[config.mk]
export PLATFORM = sky130hd
export DESIGN_NAME = input_deserializer_flat
export DESIGN_NICKNAME = d
export VERILOG_FILES = /design/src/rtl/input_deserializer_if.sv /design/src/rtl/input_deserializer.sv /design/src/flat_wrapper.sv
export SDC_FILE = /design/constraint.sdc
export NUM_CORES = 1
export LEC_CHECK = 0
export ABC_AREA = 1
export CAP_MARGIN = 20
export CORE_AREA = 2 2 56 58
export DETAILED_ROUTE_END_ITERATION = 10
export DIE_AREA = 0 0 58 60
export PLACE_DENSITY = 0.77
export SLEW_MARGIN = 20
export SYNTH_ARGS = -nofsm -noshare
export SYNTH_HDL_FRONTEND = slang
export SYNTH_SLANG_ARGS = --single-unit
export TNS_END_PERCENT = 50
[constraint.sdc]
create_clock -name clock -period 2.25 [get_ports clock]
set_clock_uncertainty 0.1 [all_clocks]
set_input_delay 0.45 -clock clock [delete_from_list [all_inputs] [get_ports clock]]
set_output_delay 0.45 -clock clock [all_outputs]
set_load 0.02 [all_outputs]
[src/rtl/input_deserializer_if.sv]
// Lane-in / word-out bundle for input_deserializer.
//   clock_enable   : lane_in/frame_in are valid this cycle (master -> slave)
//   lane_in        : one lane sample from the input I/O register (master -> slave)
//   frame_in       : lane_in is the first lane of a word (master -> slave)
//   word_out       : assembled word, first lane least significant (slave -> master)
//   word_out_valid : word_out holds an unread word (slave -> master)
//   word_out_ready : consumer accepts word_out (master -> slave)
interface input_deserializer_if #(
   parameter int LANE_WIDTH = 1,
   parameter int WORD_LANES = 8
);
   localparam int WORD_WIDTH = LANE_WIDTH * WORD_LANES;

   logic                  clock_enable;
   logic [LANE_WIDTH-1:0] lane_in;
   logic                  frame_in;
   logic [WORD_WIDTH-1:0] word_out;
   logic                  word_out_valid;
   logic                  word_out_ready;

   modport master (
      output clock_enable, lane_in, frame_in, word_out_ready,
      input  word_out, word_out_valid
   );

   modport slave (
      input  clock_enable, lane_in, frame_in, word_out_ready,
      output word_out, word_out_valid
   );
endinterface

[src/rtl/input_deserializer.sv]
// Assembles WORD_LANES lane samples into one word with a single-entry
// valid/ready output register and sticky overflow / framing error flags.
//   clock         : single clock, rising edge
//   clear_n       : synchronous active-low reset
//   bus (slave)   : clock_enable, lane_in, frame_in in; word_out, word_out_valid out;
//                   word_out_ready in
//   errors_clear  : clears overflow and framing_error (a coincident set wins)
//   overflow      : sticky, a completed word was dropped
//   framing_error : sticky, a partial word was discarded by an early frame
//
// state    | meaning
// HUNT     | waiting for a lane with frame_in=1; unframed lanes ignored
// ASSEMBLE | collecting lanes 1..WORD_LANES-1 of the current word
module input_deserializer #(
   parameter int LANE_WIDTH = 1,
   parameter int WORD_LANES = 8
) (
   input  logic                      clock,
   input  logic                      clear_n,
   input_deserializer_if.slave       bus,
   input  logic                      errors_clear,
   output logic                      overflow,
   output logic                      framing_error
);
   localparam int WORD_WIDTH = LANE_WIDTH * WORD_LANES;
   localparam int CNT_W      = $clog2(WORD_LANES + 1);

   typedef enum logic {
      HUNT     = 1'b0,
      ASSEMBLE = 1'b1
   } state_t;

   state_t                state_q, state_d;
   logic [CNT_W-1:0]      cnt_q, cnt_d;
   logic [WORD_WIDTH-1:0] part_q, part_d;
   logic [WORD_WIDTH-1:0] word_q, word_d;
   logic                  valid_q, valid_d;
   logic                  ovf_q, ovf_d;
   logic                  ferr_q, ferr_d;

   logic                  complete;
   logic                  frame_evt;
   logic                  xfer;

   always_ff @(posedge clock) begin
      if (!clear_n) begin
         state_q <= HUNT;
         cnt_q   <= '0;
         part_q  <= '0;
         word_q  <= '0;
         valid_q <= 1'b0;
         ovf_q   <= 1'b0;
         ferr_q  <= 1'b0;
      end else begin
         state_q <= state_d;
         cnt_q   <= cnt_d;
         part_q  <= part_d;
         word_q  <= word_d;
         valid_q <= valid_d;
         ovf_q   <= ovf_d;
         ferr_q  <= ferr_d;
      end
   end

   // Lane assembly
   always_comb begin
      state_d   = state_q;
      cnt_d     = cnt_q;
      part_d    = part_q;
      complete  = 1'b0;
      frame_evt = 1'b0;

      if (bus.clock_enable) begin
         case (state_q)
            HUNT: begin
               if (bus.frame_in) begin
                  part_d                   = '0;
                  part_d[LANE_WIDTH-1:0]   = bus.lane_in;
                  if (WORD_LANES == 1) begin
                     complete = 1'b1;
                     cnt_d    = '0;
                     state_d  = HUNT;
                  end else begin
                     cnt_d    = CNT_W'(1);
                     state_d  = ASSEMBLE;
                  end
               end
            end
            ASSEMBLE: begin
               if (bus.frame_in) begin
                  // Early frame: drop the partial word and restart from this lane.
                  frame_evt              = 1'b1;
                  part_d                 = '0;
                  part_d[LANE_WIDTH-1:0] = bus.lane_in;
                  cnt_d                  = CNT_W'(1);
               end else begin
                  for (int k = 0; k < WORD_LANES; k++) begin
                     if (cnt_q == CNT_W'(k))
                        part_d[k*LANE_WIDTH +: LANE_WIDTH] = bus.lane_in;
                  end
                  if (cnt_q + CNT_W'(1) == CNT_W'(WORD_LANES)) begin
                     complete = 1'b1;
                     cnt_d    = '0;
                     state_d  = HUNT;
                  end else begin
                     cnt_d    = cnt_q + CNT_W'(1);
                  end
               end
            end
            default: begin
               state_d = HUNT;
               cnt_d   = '0;
            end
         endcase
      end
   end

   // Output register and sticky flags
   always_comb begin
      xfer    = valid_q & bus.word_out_ready;
      word_d  = word_q;
      valid_d = valid_q;
      ovf_d   = errors_clear ? 1'b0 : ovf_q;
      ferr_d  = errors_clear ? 1'b0 : ferr_q;

      if (complete) begin
         if (!valid_q || xfer) begin
            word_d  = part_d;
            valid_d = 1'b1;
         end else begin
            ovf_d   = 1'b1;
         end
      end else if (xfer) begin
         valid_d = 1'b0;
      end

      if (frame_evt)
         ferr_d = 1'b1;
   end

   assign bus.word_out       = word_q;
   assign bus.word_out_valid = valid_q;
   assign overflow           = ovf_q;
   assign framing_error      = ferr_q;
endmodule
[src/flat_wrapper.sv]
// flat-port wrapper written by rule: the top's interface ports become plain ports
module input_deserializer_flat 
#(
   parameter int LANE_WIDTH = 1,
   parameter int WORD_LANES = 8
)
  (clock, clear_n, errors_clear, overflow, framing_error, bus_clock_enable, bus_lane_in, bus_frame_in, bus_word_out_ready, bus_word_out, bus_word_out_valid);
  input_deserializer_if #(.LANE_WIDTH(LANE_WIDTH), .WORD_LANES(WORD_LANES)) bus_i ();
  input  logic clock;
  input  logic clear_n;
  input  logic errors_clear;
  output logic overflow;
  output logic framing_error;
  input wire logic [$bits(bus_i.clock_enable)-1:0] bus_clock_enable;
  input wire logic [$bits(bus_i.lane_in)-1:0] bus_lane_in;
  input wire logic [$bits(bus_i.frame_in)-1:0] bus_frame_in;
  input wire logic [$bits(bus_i.word_out_ready)-1:0] bus_word_out_ready;
  output wire logic [$bits(bus_i.word_out)-1:0] bus_word_out;
  output wire logic [$bits(bus_i.word_out_valid)-1:0] bus_word_out_valid;
  assign bus_i.clock_enable = bus_clock_enable;
  assign bus_i.lane_in = bus_lane_in;
  assign bus_i.frame_in = bus_frame_in;
  assign bus_i.word_out_ready = bus_word_out_ready;
  assign bus_word_out = bus_i.word_out;
  assign bus_word_out_valid = bus_i.word_out_valid;
  input_deserializer #(.LANE_WIDTH(LANE_WIDTH), .WORD_LANES(WORD_LANES)) u_core (.clock(clock), .clear_n(clear_n), .bus(bus_i), .errors_clear(errors_clear), .overflow(overflow), .framing_error(framing_error));
endmodule
=== Word-level counts from Yosys, hierarchy flattened ===
Index checks and enable logic that the tools add are counted.
Widths: inputs -> output; s select.

* Add/sub/neg operators: 1
* Multiply operators: 0
* Divide/modulo/power cells: 0
* $lt $le $gt $ge: 0
* Equality and inequality tests: 10
* Shift operators: 0
* Mux-type cells: 34
* Bitwise logic cells: 2
* Reduce and logical (&&, ||, !) cells: 8

{| class="wikitable"
|+ Operators by type and width
! operator !! count
|-
| $mux 1 || 25
|-
| $mux 8 || 3
|-
| $eq 4x3->1 const B || 4
|-
| $pmux 8 s2 || 1
|-
| $mux 4 || 3
|-
| $eq 4x2->1 const B || 2
|-
| $pmux 4 s2 || 1
|-
| $reduce_and 2->1 || 3
|-
| $add 4x1->4 const B || 1
|-
| $eq 4x1->1 const B || 1
|-
| $eq 4x4->1 const B || 1
|-
| $logic_not 4->1 || 1
|-
| $ne 2x2->1 const B || 2
|-
| $reduce_bool 2->1 || 2
|-
| $pmux 1 s2 || 1
|-
| $and 1x1->1 || 1
|-
| $logic_not 1->1 || 1
|-
| $logic_or 1x1->1 || 1
|-
| $not 1->1 || 1
|}

* Bits in registers: 24
* Latch bits: 0
* Bits in writable memories: 0
* Bits in read-only memories: 0
* Input bits: 7
* Output and inout bits: 11
* Logic and storage cells: 62
* Memories kept: 0

=== Depth between registers and ports, before layout ===
Gate-level depths: netlist of run 1.

* Depth in word-level cells: 8
* Gate-level depth with buffers: 9
* Mapped depth without buffers: 9

=== Worst setup path after synthesis of run 1 ===
Ideal clock, no wire load.

* Path kind: flip-flop to flip-flop
* Start point: register u_core.cnt_q[0]
* End point: register u_core.word_q[1], in the netlist u_core.bus.word_out[1]
* Setup time: 113 ps
* Arrival time: 1251 ps
* Required time: 2037 ps
* Slack: 786 ps
* Stages on the path, launching flop included: 8
* Buffers on the path: 1
* Period minus slack after synthesis: 1464 ps
* Path through: dfxtp_1 ha_1 nand2_1 inv_2 nand4_4 buf_6 nor2_1 nor2_1

* Longest elaborated chain between the ends: 7
* Elaborated cells on any way between the ends: 12
* Those cells by class: 1 x add/sub; 2 x eq/ne; 8 x mux; 1 x reduce/logical

{| class="wikitable"
|+ Ends and longest elaborated chain
! what !! RTL line !! text
|-
| from (decl) || input_deserializer.sv:34 || <nowiki>logic [CNT_W-1:0] cnt_q, cnt_d;</nowiki>
|-
| from (signal assigned) || input_deserializer.sv:56 || <nowiki>cnt_q <= cnt_d;</nowiki>
|-
| $add 4x1->4 || input_deserializer.sv:101 || <nowiki>if (cnt_q + CNT_W'(1) == CNT_W'(WORD_LANES)) begin</nowiki>
|-
| $eq 4x4->1 || input_deserializer.sv:101 ||
|-
| $mux 1 || input_deserializer.sv:101 ||
|-
| $mux 1 || input_deserializer.sv:90 || <nowiki>if (bus.frame_in) begin</nowiki>
|-
| $mux 1 || input_deserializer.sv:74 || <nowiki>case (state_q)</nowiki>
|-
| $mux 1 || input_deserializer.sv:73 || <nowiki>if (bus.clock_enable) begin</nowiki>
|-
| $reduce_and 2->1 (no line) || -- ||
|-
| to (signal assigned) || input_deserializer.sv:58 || <nowiki>word_q <= word_d;</nowiki>
|-
| to (decl) || input_deserializer.sv:36 || <nowiki>logic [WORD_WIDTH-1:0] word_q, word_d;</nowiki>
|}

Parallel ways exist; a longest one is shown, timed or not.
A chain may end at the register's enable or synchronous reset.

=== Worst setup path in the final report of run 1 ===
* Start point: register u_core.word_q[4], in the netlist u_core.bus.word_out[4]
* End point: output port bus_word_out[4]

{| class="wikitable"
|+ RTL lines
! what !! RTL line !! text
|-
| to (decl) || flat_wrapper.sv:18 || <nowiki>output wire logic [$bits(bus_i.word_out)-1:0] bus_word_out;</nowiki>
|}

No word-level cell between the ends.

==> results of run 1 <==
[cell type report]
cell class | instances | area share [%]
Multi-Input combinational cell | 126 | 42.4
Sequential cell | 24 | 33.2
Timing Repair Buffer | 19 | 12.8
Inverter | 24 | 6.23
Tap cell | 33 | 2.85
Clock buffer | 4 | 2.51
[power groups by stage]
stage	logic [mW]	clock network (mW)	registers (mW)
2_1_floorplan	0.0342	0	0.443
6_report	0.0588	0.231	0.434
4_1_cts	0.0590	0.237	0.434
5_1_grt	0.0666	0.258	0.436
3_5_place_dp	0.0586	0	0.444
3_3_place_gp	0.0583	0	0.444
[flip-flops by register name, summed over array words and instances (netlist names)]
register                   flops
u_core.bus.word_out            8
u_core.cnt_q                   4
u_core.state_q                 1
u_core.part_q                  8
u_core.bus.word_out_valid      1
u_core.overflow                1
u_core.framing_error           1
[path summary, 6_finish.rpt]
path / endpoint / slack (ns)
setup / recovery: bus_word_out[4] / 0.42
setup reg to reg: u_core.bus.word_out[4] / 0.52
hold reg to reg: u_core.overflow / 0.37
hold / removal: u_core.overflow / 0.37
[cell families (layout without fill, tap and decap cells)]
family,after synthesis,in the layout,share of synthesized area [%]
flops,24,24,39.3
fa+ha+maj,4,4,4.09
buf+inv,28,47,10.6
simple gates,101,101,37.2
compound gates,21,21,8.79
[layout by cell type (no fill, tap or decap)]
master / n
and2_1: 3
nor2_1: 23
clkdlybuf4s50_1: 17
o21bai_1: 1
inv_1: 22
nand2_1: 52
or3_1: 1
nand2_2: 3
o21ai_0: 4
inv_2: 2
nand4_1: 2
buf_4: 2
nand3_1: 14
nand4_4: 1
nor2_8: 1
a21oi_1: 15
o21ai_1: 1
clkbuf_8: 1
ha_1: 4
or2_2: 1
dfxtp_1: 24
clkbuf_4: 3
[per-stage QoR]
step	cell area, µm²	hold slack, ns	utilization, %	setup slack, ns	total power [mW]
CTS	1450	0.377	49.8	0.404	0.730
global placement	1410	0.355	48.6	0.226	0.502
global route	1450	0.401	49.8	0.278	0.760
detailed placement	1410	0.361	48.6	0.175	0.502
floorplan	1220	0.346	-	0.786	0.477
finish	1450	0.372	49.8	0.416	0.725
[per-layer routing]
layer	GRT usage (%)	up-vias	share of wire, %
met1	22.1	464	47
met3	2.60	8	7.1
met5	0	-	0
met2	22.7	38	44
li1	-	588	-
met4	10.3	0	2.5
==> flow_metrics.tcl, run 1 <==
set metrics [dict create \
    outcome "finished clean" \
    root_buffer "clkbuf_4" \
    p_seq_share_pct 60.0 \
    core.rowCount 20 \
    p_int_mw 0.552 \
    ctsLongestPathBuffers 2 \
    grt_pass1_wl_mm 4.15 \
    drv_slew 0 \
    clk_pin_slew_ns 0.13 \
    fin_cells 230 \
    grt-ovfl-total 0 \
    final_nets 209 \
    setup_violations 0 \
    synth_cells 178 \
    cp_max_fo 2 \
    synth_area_um2 1220 \
    postCtsHoldBufs 0 \
    pwr-share-comb_pct 8.1 \
    dp.cells 226 \
    min_path_cells 2 \
    syn-num-nets 189 \
    tightest_slew_ns 0.419 \
    end_kind "primary output" \
    firstDrtPassIters 4 \
    r2r-start "u_core.cnt_q[0]" \
    core_area_um2 2900 \
    dieHeight_um 60 \
    switchingPower_mw 0.172 \
    grt_use_total_pct 15.9 \
    final_hold_viol_count 0 \
    hold_path.startpoint "u_core.overflow" \
    antenna_found_initial 0 \
    avgSynthCellArea_um2 6.87 \
    period_minus_slack_ns 1.83 \
    vias 1098 \
    vias_per_cell 4.77 \
    antenna_cells 0 \
    drtAntennaViolNets 0 \
    synth_edf_count 0 \
    crit_required_ns 1.70 \
    start_util_pct 42.2 \
    worstSetupPathType "flop to primary output" \
    cellPowerDensity_nw_per_um2 501 \
    cts_resized 0 \
    clock_sinks 24 \
    critPathTopFamily "buffers and inverters" \
    fin_crit_sh_pct 81.5 \
    swShare_pct 23.8 \
    routed_wl_mm 2.37 \
    portBuffers 17 \
    drv_cap 0 \
    yosys-top-cells-area "dfxtp_1 39%, nand2_1 16%, nor2_1 7.1%, inv_1 6.7%, a21oi_1 6.1%" \
    dieArea_um2 3480 \
    clkPwrFrac_pct 31.9 \
    yosys.area.top_type_share_pct 39.3 \
    ys.flop_type "dfxtp_1" \
    cp_slowest_cell "clkdlybuf4s50_1" \
    reg2reg_depth 7 \
    gp_congestion 0.876 \
    synth_seq_cells 24 \
    dp_hpwl_mm 1.69 \
    layout-drive-gt1-share_pct 7.11 \
    die_width_um 58 \
    rsz0062_at_grt "false" \
    slew_headroom_pct 71.9 \
    p_leak_nw 0.696 \
    drc 0 \
    grt_max_degree 18 \
    fillers 288 \
    cts_tree "done" \
    yosysWarnings 0 \
    ir_worst_vdd_mv 0.308 \
    worst_setup_path_start_kind "flop" \
    cp.depth 1 \
    path_cells "clkdlybuf4s50_1" \
    syn2layout_area_growth_pct 18.2 \
    holdCritPathClass "flop to flop" \
    first_iter_violations 41 \
    ys_types 21 \
    setup-tns-final_ns 0 \
    crit_arrival_ns 1.28 \
    crit_path_start "u_core.bus.word_out[4]" \
    numCtsBuffers 3 \
    critical_path.max_stage_delay_ns 0.60 \
    ff_latch_area_um2 480 \
    io-pin-count 18 \
    async_reset_ff_share_pct 0 \
    yosysMostFrequentCell "nand2_1" \
    multiInputGateArea_um2 613 \
    synth_top_cell_by_area "dfxtp_1" \
    h-tree-depth 1 \
    cp.buffers_inverters 1 \
    clock.fmax_mhz 545 \
    cts_setup_buffers 0 \
    synth_commonest_cells "52 x nand2_1, 24 x dfxtp_1, 23 x nor2_1" \
    grt_pass1_vias 947 \
    post_drt_wl_per_cell_um 10.3 \
    yosysSeqAreaShare_pct 39.3 \
    clock_latency_ns 0.32 \
]
Power figures use the tool's default switching activity.
==> inputs of run 2 (changes only) <==
Settings changed: PLACE_DENSITY 0.77 to 0.8.
Clock period 2.25 ns to 1.6 ns, I/O delays scaled along.
==> flow_metrics.tcl, run 2 (synthesized netlist as in run 1, its figures left out) <==
set metrics [dict create \
    outcome "finished clean" \
    cpMostUsedCell "nor2_1" \
    core.rowCount 20 \
    critical_path.max_stage_delay_ns 0.53 \
    grt_use_total_pct 14.8 \
    tightest_slew_ns 0.276 \
    cp_slowest_cell "clkdlybuf4s50_1" \
    numCtsBuffers 3 \
    grt_max_degree 18 \
    clock.fmax_mhz 660 \
    core_area_um2 2900 \
    ir_worst_vdd_mv 0.370 \
    routed_wl_mm 2.53 \
    ctsLongestPathBuffers 2 \
    crit_path_start "bus_clock_enable" \
    rrSetupSlack_ns 0.17 \
    dieArea_um2 3480 \
    clock_latency_ns 0.32 \
    fin_crit_sh_pct 94.7 \
    final_hold_viol_count 0 \
    r2r-end "u_core.bus.word_out[7]" \
    syn2layout_area_growth_pct 23.8 \
    pre_cts_slack_ns -0.275 \
    fin_ws_ns 0.0851 \
    dp_hpwl_mm 1.79 \
    cts_setup_buffers 0 \
    final_common_cell "nand2_1" \
    slew_headroom_pct 81.6 \
    worstSetupPathType "input port to flop" \
    rsz0062_at_grt "false" \
    setup_violations 0 \
    cellPowerDensity_nw_per_um2 680 \
    postCtsHoldBufs 0 \
    design_area_um2 1520 \
    layout-drive-gt1-share_pct 11.7 \
    start_util_pct 42.2 \
    holdCritPathClass "flop to flop" \
    fin_cells 239 \
    drtAntennaViolNets 0 \
    drv_cap 0 \
    dp.cells 234 \
    reg2reg_depth 8 \
    gp_congestion 0.876 \
    grt_pass1_vias 914 \
    grt-ovfl-total 0 \
    final_nets 218 \
    antenna_found_initial 0 \
    clk_pin_slew_ns 0.13 \
    grt_pass1_wl_mm 3.98 \
    end_kind "flop" \
    whs_ns 0.379 \
    r2r-start "u_core.cnt_q[0]" \
    drc 0 \
    worst_setup_path_start_kind "input port" \
    dieHeight_um 60 \
    final_util_pct 52.2 \
    vias_per_cell 4.74 \
    hold_path.startpoint "u_core.framing_error" \
    antenna_cells 0 \
    cp_max_fo 11 \
    drv_slew 0 \
    post_drt_wl_per_cell_um 10.6 \
    path_cells "clkdlybuf4s50_1 -> nand2_2 -> nor2_8 -> inv_1 -> nor2_1 -> nand2_1 -> nand2_1 -> nor2_1 -> nor2_1" \
    final_cell_mix "52 x nand2_1, 23 x nor2_1, 23 x dfxtp_1" \
    h-tree-depth 1 \
    io-pin-count 18 \
    p_leak_nw 0.804 \
    vias 1133 \
    crit_required_ns 1.77 \
    place_area_um2 1470 \
    clock_sinks 24 \
    root_buffer "clkbuf_4" \
    crit_arrival_ns 1.68 \
    firstDrtPassIters 4 \
    period_minus_slack_ns 1.51 \
    portBuffers 17 \
    cts_tree "done" \
    first_iter_violations 22 \
    setup.worst_path.end "u_core.bus.word_out[6]" \
    die_width_um 58 \
]
==> run 2: worst min path at each step <==
stage | to | slack (ns) | cells after the start
3_5_place_dp | u_core.framing_error | 0.36 | 2
4_1_cts | u_core.framing_error | 0.38 | 2
3_3_place_gp | u_core.overflow | 0.36 | 2
6_report | u_core.framing_error | 0.38 | 2
2_1_floorplan | u_core.part_q[0] | 0.35 | 2
5_1_grt | u_core.framing_error | 0.42 | 2
==> run 2: critical path, delay by kind of cell <==
family        cells  cell delay, ns
buf+inv           2            0.64
simple gates      7            0.72
==> run 2: metal layers <==
metal	GRT usage [%]	share of wire, %	wire length [µm]
met3	1.95	4.3	108
met2	23.7	45	1140
met5	0	0	0
met1	20.6	49	1250
met4	4.98	1.4	36
==> run 2: layout make-up <==
class	instances	area [µm²]
inverter	24	90.1
fill	305	1390
sequential	24	482
timing repair buffer	27	231
clock buffer	4	36.3
multi-input combinational	127	634
tap	33	41.3
==> run 2: where the power goes <==
part,switching (mW),internal [mW]
Sequential,0.00500,0.604
Combinational,0.0539,0.0388
Clock,0.189,0.139
Total,0.248,0.782
==> run 2: metrics by stage <==
stage | TNS, ns | power (mW)
3_5_place_dp | -3.37 | 0.715
6_report | 0 | 1.03
4_1_cts | 0 | 1.04
2_1_floorplan | 0 | 0.671
5_1_grt | 0 | 1.08
3_3_place_gp | -2.85 | 0.714
==> run 2: repair_timing <==
action	in CTS	in global routing
resized for setup	11	2
gates cloned	0	1
endpoints found under the setup margin	11	8
==> inputs of run 3 (changes only) <==
Settings changed: CORE_AREA 2 2 56 58 to 2 2 55 57, DIE_AREA 0 0 58 60 to 0 0 57 59, PLACE_DENSITY 0.8 to 0.82.
==> flow_metrics.tcl, run 3 (synthesized netlist as in run 1, its figures left out) <==
set metrics [dict create \
    outcome "finished clean" \
    start_util_pct 45.2 \
    fin_cells 236 \
    routed_wl_mm 2.54 \
    dr.max_layer_used "met4" \
    post_drt_wl_per_cell_um 10.8 \
    crit_required_ns 1.76 \
    vias 1134 \
    holdCritPathClass "flop to flop" \
    cts_tree "done" \
    antenna_found_initial 0 \
    final_hold_viol_count 0 \
    crit_arrival_ns 1.71 \
    core_area_um2 2710 \
    final_cell_mix "52 x nand2_1, 23 x nor2_1, 22 x inv_1, 22 x dfxtp_1, 15 x a21oi_1" \
    gp_congestion 0.890 \
    dieArea_um2 3360 \
    slew_headroom_pct 81.5 \
    p_leak_nw 0.782 \
    place_area_um2 1450 \
    layout-drive-gt1-share_pct 11.7 \
    wl_met3_um 71 \
    vias_per_cell 4.81 \
    clock_latency_ns 0.31 \
    fin_crit_sh_pct 97.0 \
    grt_pass1_vias 937 \
    setup_violations 0 \
    postCtsHoldBufs 0 \
    drtAntennaViolNets 0 \
    grt_pass1_wl_mm 3.97 \
    cp_max_fo 7 \
    final_common_cell "nand2_1" \
    tightest_slew_ns 0.277 \
    ir_worst_vdd_mv 0.486 \
    syn2layout_area_growth_pct 21.7 \
    drc 0 \
    fin_total_pwr_mw 0.962 \
    worstSetupPathType "input port to flop" \
    fillers 275 \
    root_buffer "clkbuf_4" \
    drv_cap 0 \
    numCtsBuffers 3 \
    end_kind "flop" \
    grt_max_degree 18 \
    core.rowCount 19 \
    first_iter_violations 28 \
    drv_slew 0 \
    design_area_um2 1490 \
    cellPowerDensity_nw_per_um2 646 \
    wl_met1_mm 1.23 \
    clk_pin_slew_ns 0.12 \
    portBuffers 17 \
    worst_setup_path_start_kind "input port" \
    period_minus_slack_ns 1.55 \
    grt_use_total_pct 15.0 \
    dieHeight_um 59 \
    io-pin-count 18 \
    die_width_um 57 \
    dr_wl_met2_mm 1.20 \
    clock.fmax_mhz 644 \
    clock_sinks 24 \
    h-tree-depth 1 \
    dp.cells 229 \
    dp_hpwl_mm 1.82 \
    antenna_cells 0 \
    final_nets 218 \
    grt-ovfl-total 0 \
    ctsLongestPathBuffers 2 \
    firstDrtPassIters 4 \
    whs_ns 0.368 \
]
run 3: cell types whose count changed in the layout (fill, tap and decap cells not counted), sizes merged:
cell / delta
buf: -1
run 3: final timing paths:
path | from | to | slack, ns | depth (start not counted)
max | bus_clock_enable | u_core.bus.word_out[3] | 0.05 | 8
min | u_core.overflow | u_core.overflow | 0.37 | 2
max reg2reg | u_core.cnt_q[0] | u_core.bus.word_out[4] | 0.10 | 6
min reg2reg | u_core.overflow | u_core.overflow | 0.37 | 2
run 3: report_power, final:
part	switching [mW]	internal (mW)
clock	0.173	0.0881
combinational	0.0512	0.0385
sequential	0.00680	0.605
total	0.231	0.731
run 3: metal layers:
layer,global-route usage (%),up-vias
met5,0,-
met4,4.98,0
met3,2.62,4
met2,25.9,17
met1,19.1,499
li1,-,614
run 3: layout make-up:
cell class	instances	area [µm²]	area share, %
Sequential cell	24	483	32.4
Multi-Input combinational cell	127	626	42.0
Tap cell	31	38.8	2.61
Clock buffer	3	22.5	1.51
Inverter	24	90.1	6.05
Timing Repair Buffer	27	229	15.4
run 3: critical path, cell delays in order:
cell and delay, ns:
clkdlybuf4s50_1 0.53, nand2_2 0.13, nor2_8 0.18, clkbuf_2 0.18, nand2_1 0.07, o21ai_1 0.15, nor2_1 0.05, nor2_1 0.09
run 3: what timing repair did:
action / 4_1_cts / 5_1_grt
setup endpoints to repair: 11 / 10
setup buffers: 0 / 3
pin swaps: 0 / 2
endpoints found under the hold margin: 0 / 0
cloned: 0 / 1
gates resized for setup: 11 / 2
run 3: per-stage QoR:
step / utilization, % / setup WS [ns] / TNS, ns
floorplan: - / 0.136 / 0
global placement: 53.3 / -0.229 / -2.72
detailed placement: 53.3 / -0.264 / -3.23
CTS: 53.6 / 0.0441 / 0
global route: 54.9 / -0.0133 / -0.0133
finish: 54.9 / 0.0477 / 0
